### src/rtl/mul_share_ctrl.sv
// mul_share_ctrl: shares one external combinational 8x8 multiplier between
// two requesters. It uses round-robin arbitration in IDLE. The operands stay
// registered for MC_CYCLES cycles. The product is then captured and returned
// with the owner ID over a valid/ready channel.
// Optional build macro: MUL_ZERO_BYPASS_EN. When it is defined, a zero operand
// skips the multicycle window and the block returns 0 directly.
module mul_share_ctrl #(
    parameter int unsigned MC_CYCLES = 2
) (
    input  logic        clk,
    input  logic        rst_n,
    input  logic        req0_valid,
    output logic        req0_ready,
    input  logic [7:0]  req0_a,
    input  logic [7:0]  req0_b,
    input  logic        req1_valid,
    output logic        req1_ready,
    input  logic [7:0]  req1_a,
    input  logic [7:0]  req1_b,
    output logic [7:0]  mul_a,
    output logic [7:0]  mul_b,
    input  logic [15:0] mul_p,
    output logic        rsp_valid,
    input  logic        rsp_ready,
    output logic        rsp_id,
    output logic [15:0] rsp_prod,
    output logic        busy
);

    typedef enum logic [1:0] {IDLE, BUSY, DONE} state_t;

    localparam logic [2:0] CNT_INIT = 3'(MC_CYCLES - 1);

    state_t      state, state_nx;
    logic [2:0]  cnt;
    logic        last_grant;
    logic        gnt0, gnt1;
    logic        accept;
    logic        acc_id;
    logic [7:0]  acc_a, acc_b;

    // Round-robin pick: on a tie, the requester not served last wins.
    always_comb begin
        gnt0   = req0_valid && (!req1_valid || last_grant);
        gnt1   = req1_valid && (!req0_valid || !last_grant);
        accept = (state == IDLE) && (gnt0 || gnt1);
        acc_id = gnt1;
        acc_a  = gnt1 ? req1_a : req0_a;
        acc_b  = gnt1 ? req1_b : req0_b;
    end

    // State register.
    always_ff @(posedge clk or negedge rst_n) begin
        if (!rst_n) state <= IDLE;
        else        state <= state_nx;
    end

    // Next-state logic.
    always_comb begin
        state_nx = state;
        case (state)
            IDLE: begin
                if (accept) begin
`ifdef MUL_ZERO_BYPASS_EN
                    if (acc_a == '0 || acc_b == '0) state_nx = DONE;
                    else                            state_nx = BUSY;
`else
                    state_nx = BUSY;
`endif
                end
            end
            BUSY:    if (cnt == '0) state_nx = DONE;
            DONE:    if (rsp_ready) state_nx = IDLE;
            default: state_nx = IDLE;
        endcase
    end

    // Output decode: the ready signals are asserted only in IDLE.
    always_comb begin
        req0_ready = (state == IDLE) && gnt0;
        req1_ready = (state == IDLE) && gnt1;
        busy       = (state != IDLE);
        rsp_valid  = (state == DONE);
    end

    // Datapath: operand capture, window countdown, product capture.
    // mul_a/mul_b are loaded only on accept. They hold their value through
    // IDLE so the multiplier inputs do not toggle.
    always_ff @(posedge clk or negedge rst_n) begin
        if (!rst_n) begin
            mul_a      <= '0;
            mul_b      <= '0;
            rsp_id     <= 1'b0;
            rsp_prod   <= '0;
            cnt        <= '0;
            last_grant <= 1'b1;
        end else begin
            if (accept) begin
                mul_a      <= acc_a;
                mul_b      <= acc_b;
                rsp_id     <= acc_id;
                last_grant <= acc_id;
                cnt        <= CNT_INIT;
`ifdef MUL_ZERO_BYPASS_EN
                if (acc_a == '0 || acc_b == '0) rsp_prod <= '0;
`endif
            end else if (state == BUSY) begin
                if (cnt == '0) rsp_prod <= mul_p;
                else           cnt      <= cnt - 3'd1;
            end
        end
    end

endmodule
### config.mk
export PLATFORM = sky130hd
export DESIGN_NAME = mul_share_ctrl
export DESIGN_NICKNAME = d
export VERILOG_FILES = /design/src/rtl/mul_share_ctrl.sv
export SDC_FILE = /design/constraint.sdc
export NUM_CORES = 1
export LEC_CHECK = 0
export CAP_MARGIN = 20
export CORE_AREA = 2 2 67 69
export CTS_BUF_LIST = sky130_fd_sc_hd__clkbuf_8
export CTS_CLUSTER_DIAMETER = 30
export DETAILED_ROUTE_END_ITERATION = 10
export DIE_AREA = 0 0 69 71
export PLACE_DENSITY = 0.92
export RECOVER_POWER = 25
export SYNTH_ARGS = -nofsm -noshare
export SYNTH_HDL_FRONTEND = slang
export SYNTH_SLANG_ARGS = --single-unit
### constraint.sdc
create_clock -name clk -period 3.85 [get_ports clk]
set_input_delay 0.77 -clock clk [delete_from_list [all_inputs] [get_ports clk]]
set_output_delay 0.77 -clock clk [all_outputs]
set_load 0.02 [all_outputs]
==> results of run 1 <==
power by group:
group / total (mW) / internal [mW] / switching (mW)
registers: 0.737 / 0.627 / 0.110
logic: 1.22 / 0.678 / 0.543
clock network: 0.390 / 0.256 / 0.133
sequential cells by signal, summed over array words and instances, names as in the netlist:
signal / count
rsp_prod: 16
mul_a: 8
mul_b: 8
cnt: 3
state: 2
last_grant: 1
rsp_id: 1
synth_stat cells:
cell,count
a21bo_1,1
a21o_1,1
a22o_1,1
and2_1,1
buf_2,3
buf_6,1
buf_8,1
dfrtp_1,38
dfstp_2,1
ha_1,2
inv_1,6
mux2_2,39
mux2_4,9
mux2i_1,1
nand2_1,4
nand2b_1,1
nand3b_1,1
nor2_1,2
nor2b_1,1
nor3_1,1
nor3b_2,1
o211a_1,1
o21ai_0,2
xnor2_1,1
layer usage:
layer | vias up | part of all wire | global-route usage | wire length, µm
li1 | 600 | - | - | -
met1 | 613 | 0.36 | 0.172 | 1380
met2 | 58 | 0.53 | 0.314 | 2020
met3 | 5 | 0.10 | 0.0670 | 385
met4 | 0 | 0.011 | 0.0719 | 41
met5 | - | 0 | 0 | 0
area by class of cell:
type / instances / area, µm²
clock inverters: 3 / 63.8
well taps: 52 / 65.1
clock buffers: 5 / 68.8
flip-flops and latches: 39 / 977
inverters: 6 / 22.5
repair buffers: 91 / 900
multi-input cells: 70 / 734
fillers: 326 / 1370
critical path, cell delays in order:
cell and delay [ns]:
clkdlybuf4s50_1 0.53, a21bo_1 0.23, nor3_1 0.21, clkdlybuf4s50_1 0.66
cell families after synthesis:
group           share of synthesized area
simple gates                       0.0374
mux                                 0.330
compound gates                     0.0261
xor+xnor                          0.00494
buf+inv                            0.0360
flops                               0.552
fa+ha+maj                          0.0141
how the worst max path moves through the flow:
stage                       to  slack (ns)
global route        req1_ready        0.58
finish              req1_ready        0.68
global placement    req1_ready        0.76
CTS                 req1_ready        0.67
detailed placement  req1_ready        0.68
floorplan           req1_ready        1.34
metrics by stage:
step	instance area, µm²	utilization	power, mW	setup slack, ns
final	2830	0.674	2.35	0.678
after CTS	2830	0.674	2.39	0.673
after floorplan	1770	-	1.44	1.34
after detailed placement	2700	0.642	1.99	0.676
after global routing	2830	0.674	2.50	0.575
after global placement	2700	0.642	1.95	0.759
==> results.yml, run 1 <==
run_status:
  status: "finished, violations left"
  failed_checks: "capacitance limit, slew limit"
hold_path:
  worst_hold_path.endpoint: "rsp_id$_DFFE_PN0P_"
  hold_path.startpoint: "rsp_id$_DFFE_PN0P_"
  hold-path-cell-count: 1
  worstHoldPathType: "flip-flop to flip-flop"
worst_setup_path:
  end_kind: "output pin"
  timing.critical_path.from: "req1_valid"
  cp_data_arrival_time_ns: 2.40
  cp_max_fo: 3
  rr_endpoint: "rsp_prod[15]$_DFFE_PN0P_"
  timing.critical_path.from_type: "input port"
  crit_required_ns: 3.08
  timing.rr.start: "cnt[0]$_DFFE_PN0P_"
  setup.reg_to_reg.worst_slack_ns: 1.90
  worstSetupPathType: "input port to output pin"
  ff2ff_path_depth: 5
timing:
  rsz0062_at_grt: "false"
  period_share: 0.824
  hold-worst-slack_ns: 0.495
  period_needed_ns: 3.17
  timing_worst_slew_pin_value_ns: 2.02
  max_freq_mhz: 315
  setup_viol_count_final: 0
  slew_viol_final: 40
  final_hold_viol_count: 0
  finClkSkew_ns: 0.00456
  relSlewSlack: -0.346
  timing.setup.tns_ns: 0
clock_network:
  worst_setup_hold_path_clk_slew_ns: 0.07
  cts.repair.resized: 0
  postCtsSetupBuffers: 0
  cts_max_level: 2
  cts_inserted_buffers: 5
  cts.sinks: 39
  tritoncts_clock_tree: "done"
  cts_hold_buf: 0
  cts_root_buffer: "clkbuf_8"
  cts.path.max_buffers: 2
  clk-insertion-delay-late_ns: 0.28
run:
  cap_violations: 1
synthesis:
  postSynthAreaPerCell_um2: 14.8
  netlist-cell-type-count: 24
  post_synth_instance_area_um2: 1770
  synthesis.yosys.warnings: 0
  synth.area.top_cells: "dfrtp_1 54%, mux2_2 25%, mux2_4 7.6%"
  post-synth-top-area-cell: "dfrtp_1"
  synth.ff_latch_count: 39
  seq_area_frac_synth: 0.552
  netlist.area_leader.share: 0.537
  postSynthNetCount: 175
  synth_cells: 120
global_route:
  grt_first_pass_wirelength_um: 6660
  grt_usage: 0.171
  number_of_global_route_vias_before_repair: 1489
  gr-total-overflow: 0
  antenna_found_initial: 0
  grt_max_degree: 40
drt:
  route.antenna.remaining_nets: 0
  detailedRoute.firstIterationViolations: 24
  total_via_count_after_detailed_routing: 1276
  avgRoutedWirePerCell_um: 14.4
  drc: 0
  avgViaCountPerCell: 4.80
  drt_wl_total_um: 3830
  detail_route.first_pass.iterations: 4
floorplanning:
  coreArea_um2: 4200
  number_of_top_level_design_ports: 90
  floorplan.die_area_um2: 4900
  initial_core_util: 0.421
  die-width_um: 69
  std_cell_rows: 24
  die_h_um: 71
placement:
  place.gp.congestion: 0.777
  port-buffer-count: 89
  placed_cells: 258
  dpl.hpwl_um: 2940
cells_and_area:
  fin_cells: 266
  antenna-diode-count: 0
  final_common_cell: "clkdlybuf4s50_1"
  layout-drive-gt1-share: 0.280
  syn_to_final_growth_pct: 59.8
  finish.net_count: 268
  layout_common_cells: "88 x clkdlybuf4s50_1, 39 x mux2_2, 38 x dfrtp_1, 9 x mux2_4, 7 x inv_1"
pwr:
  power.density_cell_area_nw_per_um2: 829
  irDropWorstVdd_mv: 0.494
  p_leak_nw: 1.23
No activity file was read; power rests on OpenSTA's default activity.
==> inputs of run 2 (changes only) <==
- CORE_AREA: 2 2 67 69 -> 2 2 73 75
- DIE_AREA: 0 0 69 71 -> 0 0 75 77
- PLACE_DENSITY: 0.92 -> 0.83
- clock period: 3.85 -> 2.6 ns (I/O delays scaled with it)
==> results.yml, run 2 (synthesis results as in run 1) <==
clock_network:
  worst_setup_hold_path_clk_slew_ns: 0.07
  cts_root_buffer: "clkbuf_8"
  tritoncts_clock_tree: "done"
  cts_hold_buf: 0
  cts.sinks: 39
  cts_inserted_buffers: 5
  clk-insertion-delay-late_ns: 0.30
  postCtsSetupBuffers: 0
  cts.path.max_buffers: 2
  cts_max_level: 2
worst_setup_path:
  cp_data_arrival_time_ns: 1.93
  setup.reg_to_reg.worst_slack_ns: 0.78
  rr_endpoint: "rsp_prod[13]$_DFFE_PN0P_"
  ff2ff_path_depth: 6
  end_kind: "output pin"
  timing.critical_path.from_type: "input port"
  critical-path-top-cell-by-count: "clkdlybuf4s50_1"
  crit_required_ns: 2.08
  timing.critical_path.from: "req0_valid"
  critPathSlowestCell: "clkdlybuf4s50_1"
  critical_path_s_largest_stage_delay_ns: 0.62
  cp_max_fo: 3
  timing.rr.start: "cnt[0]$_DFFE_PN0P_"
  crit_chain: "clkdlybuf4s50_1 > buf_4 > nand2_1 > nor2_1 > clkdlybuf4s50_1"
  worstSetupPathType: "input port to output pin"
timing:
  max_freq_mhz: 409
  period_needed_ns: 2.45
  finClkSkew_ns: 0.00941
  relSlewSlack: -0.381
  slew_viol_final: 40
  period_share: 0.941
  timing_worst_slew_pin_value_ns: 2.07
  final_hold_viol_count: 0
  setup_viol_count_final: 0
  rsz0062_at_grt: "false"
drt:
  avgRoutedWirePerCell_um: 12.8
  drt_wl_total_um: 3690
  detailroute.wirelength.met3_um: 259
  drt_met1_wl_um: 1360
  detail_route.first_pass.iterations: 4
  avgViaCountPerCell: 4.51
  route.antenna.remaining_nets: 0
  route.top_layer_used: "met4"
  drc: 0
  total_via_count_after_detailed_routing: 1293
  detailedRoute.firstIterationViolations: 94
  met2_length_um: 1970
placement:
  placement.cell_area_um2: 2760
  place.gp.congestion: 0.708
  dpl.hpwl_um: 2800
  port-buffer-count: 89
cells_and_area:
  layout-drive-gt1-share: 0.290
  biggestRegsByFlops: "rsp_prod (16), mul_a (8), mul_b (8)"
  regMostFlops: "rsp_prod"
  final_common_cell: "clkdlybuf4s50_1"
  largest_register_ff_count: 16
  finish.net_count: 271
  layout_common_cells: "87 x clkdlybuf4s50_1, 39 x mux2_2, 38 x dfrtp_1, 9 x mux2_4, 7 x inv_1"
  syn_to_final_growth_pct: 60.3
  final_cell_area_um2: 2840
  multiInputGateArea_um2: 734
  final_core_util: 0.571
  antenna-diode-count: 0
  n_fill_cell: 439
  register_area_um2: 977
hold_path:
  hold-path-cell-count: 1
  worstHoldPathType: "flip-flop to flip-flop"
  hold_path.startpoint: "mul_b[2]$_DFFE_PN0P_"
  worst_hold_path.endpoint: "mul_b[2]$_DFFE_PN0P_"
pwr:
  p_leak_nw: 1.23
  power.density_cell_area_nw_per_um2: 1170
  irDropWorstVdd_mv: 0.527
run_status:
  failed_checks: "capacitance limit, slew limit"
  status: "finished, violations left"
global_route:
  gr-total-overflow: 0
  grt_first_pass_wirelength_um: 6100
  number_of_global_route_vias_before_repair: 1395
  antenna_found_initial: 0
  grt_usage: 0.139
  grt_max_degree: 40
floorplanning:
  std_cell_rows: 26
  die_h_um: 77
  floorplan.die_area_um2: 5780
  die-width_um: 75
  coreArea_um2: 4980
  number_of_top_level_design_ports: 90
  initial_core_util: 0.356
run:
  cap_violations: 1
-- run 2: cell types whose count changed in the layout (fill, tap and decap cells not counted), sizes merged --
cell,delta
dlygate4sd2,+1
clkinv,+1
clkinvlp,+1
bufinv,-2
clkdlybuf4s50,-1
buf,+3
-- run 2: worst max-delay path by stage --
| stage | to | slack, ns | depth (start not counted) |
|---|---|---|---|
| floorplan | req1_ready | 0.59 | 4 |
| detailed placement | req1_ready | -0.04 | 4 |
| global placement | req1_ready | 0.02 | 4 |
| global route | req0_ready | 0.08 | 4 |
| finish | req0_ready | 0.15 | 5 |
| CTS | req0_ready | 0.15 | 5 |
-- run 2: final cells by class --
class                           instances  share of cell area
Tap cell                               70              0.0308
Multi-Input combinational cell         70               0.259
Clock inverter                          3             0.00573
Timing Repair Buffer                   94               0.329
Sequential cell                        39               0.344
Inverter                                6             0.00793
Clock buffer                            5              0.0242
-- run 2: per-layer routing --
layer  up-vias  global-route usage
met5         -                   0
li1        607                   -
met1       627               0.141
met2        49               0.246
met4         0              0.0750
met3        10              0.0420
-- run 2: timing repair --
item | 4_1_cts | 5_1_grt
hold endpoints to repair | 0 | 0
gates resized for setup | 1 | 0
endpoints found under the setup margin | 1 | 0
-- run 2: worst max-delay path: cells and delay by family --
family        cells  cell delay [ns]
buf+inv           3             1.23
simple gates      2             0.18
-- run 2: power by group --
| part | total (mW) | internal [mW] | switching, mW |
|---|---|---|---|
| Combinational | 1.83 | 1.03 | 0.808 |
| Clock | 0.398 | 0.183 | 0.215 |
| Sequential | 1.09 | 0.928 | 0.159 |
-- run 2: per-stage QoR --
stage / TNS, ns / setup WS [ns] / instances / hold slack, ns / total power, mW
detailed placement: -0.0385 / -0.0385 / 279 / 0.491 / 2.97
global route: 0 / 0.0836 / 287 / 0.517 / 3.53
floorplan: 0 / 0.585 / 120 / 0.224 / 2.13
CTS: 0 / 0.148 / 287 / 0.361 / 3.37
global placement: 0 / 0.0190 / 279 / 0.469 / 2.91
finish: 0 / 0.153 / 287 / 0.506 / 3.32
==> RTL edit 1, RTL diff (config.mk and constraints of run 2) <==
Add a define of `MUL_ZERO_BYPASS_EN`.
--- a/src/rtl/mul_share_ctrl.sv
+++ b/src/rtl/mul_share_ctrl.sv
@@ -4,6 +4,8 @@
 // with the owner ID over a valid/ready channel.
 // Optional build macro: MUL_ZERO_BYPASS_EN. When it is defined, a zero operand
 // skips the multicycle window and the block returns 0 directly.
+`define MUL_ZERO_BYPASS_EN
+
 module mul_share_ctrl #(
     parameter int unsigned MC_CYCLES = 2
 ) (
Formal check against the unedited RTL: not equivalent (a bounded check fails within 4 cycles, from zero or initial values and one cycle with rst_n low).
==> RTL edit 1 against run 2 <==
The flow still finishes with violations (max-capacitance violations, max-slew violations). Largest cell class unchanged. Wire length rose by 26%. Highest routed layer unchanged. Maximum frequency increased by 0.25%. Sequential cell count unchanged. Critical endpoint unchanged. Power rose by 2.1%. Worst setup slack better by 0.0061 ns. Area after synthesis rose by 12%. Largest power group unchanged. Die area unchanged. Clock skew down 0.0038 ns. Clock power grew 29%. Synthesized cell count up 53%. Cell area up 8.5%.
==> RTL edit 1: results <==
group,metric,value,unit
run_status,status,"finished with violations",
run_status,violations,"max-capacitance violations, max-slew violations",
global_route,grt_use_met2,29.7,%
routing,dr_wl_met3,478,µm
synth,syn_nets,238,
global_route,use_met3,6.70,%
setup_path,reg2regPathDepth,7,
routing,via_count,1685,
synth,yosys.area_share.xor_xnor,0.883,%
run,cap_violations,1,
setup_path,r2r-end,"rsp_prod[9]$_DFFE_PN0P_",
sta,drv_slew,40,
sta,clock_skew,0.00564,ns
cells_and_area,layout.nets,333,
setup_path,rrSetupSlack,0.99,ns
synth,yosys.cell_types.count,36,
synth,ys_seq_area_share,49.2,%
global_route,grt_use_met1,18.4,%
synth,synthAdderAreaFrac,1.26,%
power,leakage,1.32,nW
synth,synthMuxAreaShare,16.1,%
global_route,grt_pass1_wl,7560,µm
routing,initialDrtViolationCount,45,
global_route,track_usage,17.0,%
routing,wl_met1,1860,µm
routing,wl_met2,2260,µm
synth,synth-compound-area-share,8.26,%
[RTL edit 1: changes by cell type after synthesis, sizes merged, moves of 3 or more]
cell,run 2,this run
nor4,0,5
a21oi,0,3
nor3,1,17
nor2,2,10
clkbuf,0,3
or4,0,4
mux2i,1,32
mux2,48,0
nand2,4,23
o21ai,2,19
[RTL edit 1: worst max-delay path by stage]
| stage | startpoint | endpoint | slack [ns] | cells after the start |
|---|---|---|---|---|
| after global routing | req1_valid | req0_ready | 0.1 | 5 |
| after floorplan | state[0]$_DFFE_PN0P_ | req0_ready | 0.76 | 4 |
| final | req1_valid | req0_ready | 0.16 | 5 |
| after CTS | req1_valid | req1_ready | 0.05 | 5 |
| after detailed placement | req1_valid | req1_ready | 0.05 | 5 |
| after global placement | req1_valid | req1_ready | 0.06 | 5 |
[RTL edit 1: report_power, final]
group	internal, W	total (W)	switching, W
sequential	0.000917	0.00108	0.000162
clock	0.000310	0.000515	0.000205
combinational	0.000871	0.00180	0.000925
total	0.00210	0.00339	0.00129
[RTL edit 1: layout make-up]
class	count	area, µm²
Sequential cell	39	977
Multi-Input combinational cell	131	937
Clock buffer	6	82.6
Timing Repair Buffer	97	947
Inverter	4	15.0
Fill cell	444	1900
Tap cell	70	87.6
Clock inverter	2	35.0
[RTL edit 1: worst max-delay path: stages]
cell and delay [ns]:
clkdlybuf4s50_1 0.47, buf_4 0.13, o21ai_2 0.06, nor2_1 0.10, clkdlybuf4s50_1 0.65
[RTL edit 1: per-stage QoR]
step	hold WS (ns)	std cells
2_1_floorplan	0.224	183
3_3_place_gp	0.460	341
3_5_place_dp	0.469	341
4_1_cts	0.359	349
5_1_grt	0.523	349
6_report	0.480	349
==> RTL edit 2, RTL diff (settings of run 2) <==
Made on the original files. Encoding of `state_t`: now one-hot (3 bits for 3 states).
--- a/src/rtl/mul_share_ctrl.sv
+++ b/src/rtl/mul_share_ctrl.sv
@@ -27,7 +27,7 @@
     output logic        busy
 );
 
-    typedef enum logic [1:0] {IDLE, BUSY, DONE} state_t;
+    typedef enum logic [2:0] {IDLE = 3'b001, BUSY = 3'b010, DONE = 3'b100} state_t;
 
     localparam logic [2:0] CNT_INIT = 3'(MC_CYCLES - 1);
 
Formal check against the unedited RTL: same outputs for any inputs over 10 cycles, from zero or initial values and one cycle with rst_n low; not proved beyond that.
==> RTL edit 2 against run 2 <==
The flow still finishes with violations (max-capacitance violations, max-slew violations). Non-clock buffer count is 4 higher. Area after synthesis shrank 0.78%. Power shrank 0.93%. Cell area up 0.53%. Sequential share of layout area is 0.74 points higher. Worst setup slack better by 0.052 ns. Clock power increased by 5%. Global-route usage increased by 2.1 points. Sequential cell count grew 1. Wire length rose by 20%. First-iteration DRC count down 36%. Register-to-register slack worse by 0.30 ns. Critical path type is now reg2out.
==> RTL edit 2: results <==
group,metric,value,unit
run_status,status,"finished with violations",
run_status,violations,"max-capacitance violations, max-slew violations",
synth,ys.flop_type,"dfrtp_1",
synth,yosysWarnings,0,
placement,detailed_place_hpwl,3290,µm
synth,ys_top_cells_by_count,"dfrtp_1 (38), mux2_2 (17), a2bb2oi_1 (16), o32ai_1 (16)",
cells_and_area,reg.largest.list,"rsp_prod (16), mul_a (8), mul_b (8)",
clock_tree,clock_latency,0.29,ns
power,leakage,1.16,nW
synth,ys_seq_area_share,57.1,%
min_path,hold_path.class,"reg2reg",
clock_tree,cts_buffer_depth,2,
placement,placed_cell_area,2760,µm²
global_route,grt_pass1_wl,7160,µm
global_route,grt_antenna_before_repair,0,
setup_path,worst_path_max_delay_cell,"dfstp_2",
sta,tightest_slew,2.02,ns
placement,gp_congestion,0.692,
setup_path,critical-path-max-stage-delay,0.61,ns
sta,drv_slew,41,
synth,syn_nets,186,
synth,yosys.cell_types.count,28,
global_route,track_usage,16.0,%
min_path,hold_depth,2,
clock_tree,cts-buffers-inserted,5,
cells_and_area,layout.nets,281,
synth,ys_top_cells_by_area,"dfrtp_1 (54%), mux2_2 (11%), a2bb2oi_1 (8.0%)",
run,cap_violations,1,
placement,port_buffers,89,
global_route,grt_max_degree,41,
routing,viasPerCell,4.98,
setup_path,cp_top_family,"buffers and inverters",
clock_tree,cts_max_level,2,
routing,drc,0,
global_route,grt_pass1_vias,1606,
routing,dr.pass1.iters,4,
sta,clock_skew,0.00418,ns
power,peakVddDrop,0.582,mV
routing,wl_per_cell,14.9,µm
setup_path,cp_max_fo,5,
setup_path,worstPathArrival,1.88,ns
clock_tree,cts-root-buf,"clkbuf_8",
cells_and_area,drive_gt1_share,18.9,%
routing,initialDrtViolationCount,60,
cells_and_area,diodes,0,
clock_tree,cts.clk_slew.worst_paths,0.08,ns
setup_path,reg2regPathDepth,6,
RTL edit 2: changes by cell type in the layout (fill, tap and decap cells not counted), moves of 2 or more:
cell       change
a21oi_1        +3
nor2_1         +3
o32ai_1       +16
mux2_4         -9
inv_1          -2
nor3b_1        +2
nand2_1        -4
a2bb2oi_1     +16
mux2_2        -22
nor3b_4        +2
buf_4          +4
RTL edit 2: final timing paths:
path / slack (ns) / startpoint / endpoint
worst min-delay path: 0.51 / rsp_id$_DFFE_PN0P_ / rsp_id$_DFFE_PN0P_
worst min register to register: 0.51 / rsp_id$_DFFE_PN0P_ / rsp_id$_DFFE_PN0P_
worst max-delay path: 0.20 / state[0]$_DFFE_PN1P_ / busy
max in group asynchronous: 0.65 / rst_n / rsp_prod[5]$_DFFE_PN0P_
worst max register to register: 0.48 / state[0]$_DFFE_PN1P_ / mul_a[0]$_DFFE_PN0P_
min in group asynchronous: 0.79 / rst_n / mul_b[0]$_DFFE_PN0P_
RTL edit 2: report_power, final:
part	switching, W	internal (W)	total (W)
sequential	0.000177	0.000928	0.00110
clock	0.000227	0.000190	0.000417
combinational	0.000820	0.000948	0.00177
RTL edit 2: final cells by class:
class,instances,area (µm²)
Timing Repair Buffer,98,962
Sequential cell,40,1000
Inverter,6,22.5
Clock buffer,5,68.8
Multi-Input combinational cell,75,687
Tap cell,70,87.6
Fill cell,430,2120
Clock inverter,3,23.8
RTL edit 2: cells by family (layout without fill, tap and decap cells):
kind of cell | Yosys count | in the layout | share of synthesized area, %
AO/OA/AOI/OAI | 40 | 40 | 19.0
multiplexers | 17 | 17 | 10.9
flip-flops | 40 | 40 | 57.1
buffers and inverters | 16 | 112 | 4.20
XOR/XNOR | 1 | 1 | 0.498
adder cells (fa/ha/maj) | 2 | 2 | 1.42
AND/OR/NAND/NOR | 15 | 15 | 6.90
RTL edit 2: per-stage QoR:
step	hold slack, ns	utilization [%]	setup WS, ns	cells	total power, W
final	0.505	57.4	0.205	297	0.00329
after global routing	0.531	57.4	0.111	297	0.00349
after CTS	0.365	57.4	0.170	297	0.00333
after detailed placement	0.495	55.5	0.0128	289	0.00289
after global placement	0.483	55.5	0.0543	289	0.00285
after floorplan	0.224	-	0.543	131	0.00205
RTL edit 2: what timing repair did:
action / 4_1_cts / 5_1_grt
gates resized for setup: 3 / 0
buffers inserted: 0 / 0
setup endpoints to repair: 2 / 0
RTL edit 2: per-layer routing:
layer | vias up | wire length, µm | GRT usage [%]
li1 | 692 | - | -
met5 | - | 0 | 0
met2 | 67 | 2040 | 26.2
met1 | 716 | 1850 | 18.6
met4 | 0 | 44 | 3.21
met3 | 5 | 504 | 8.15
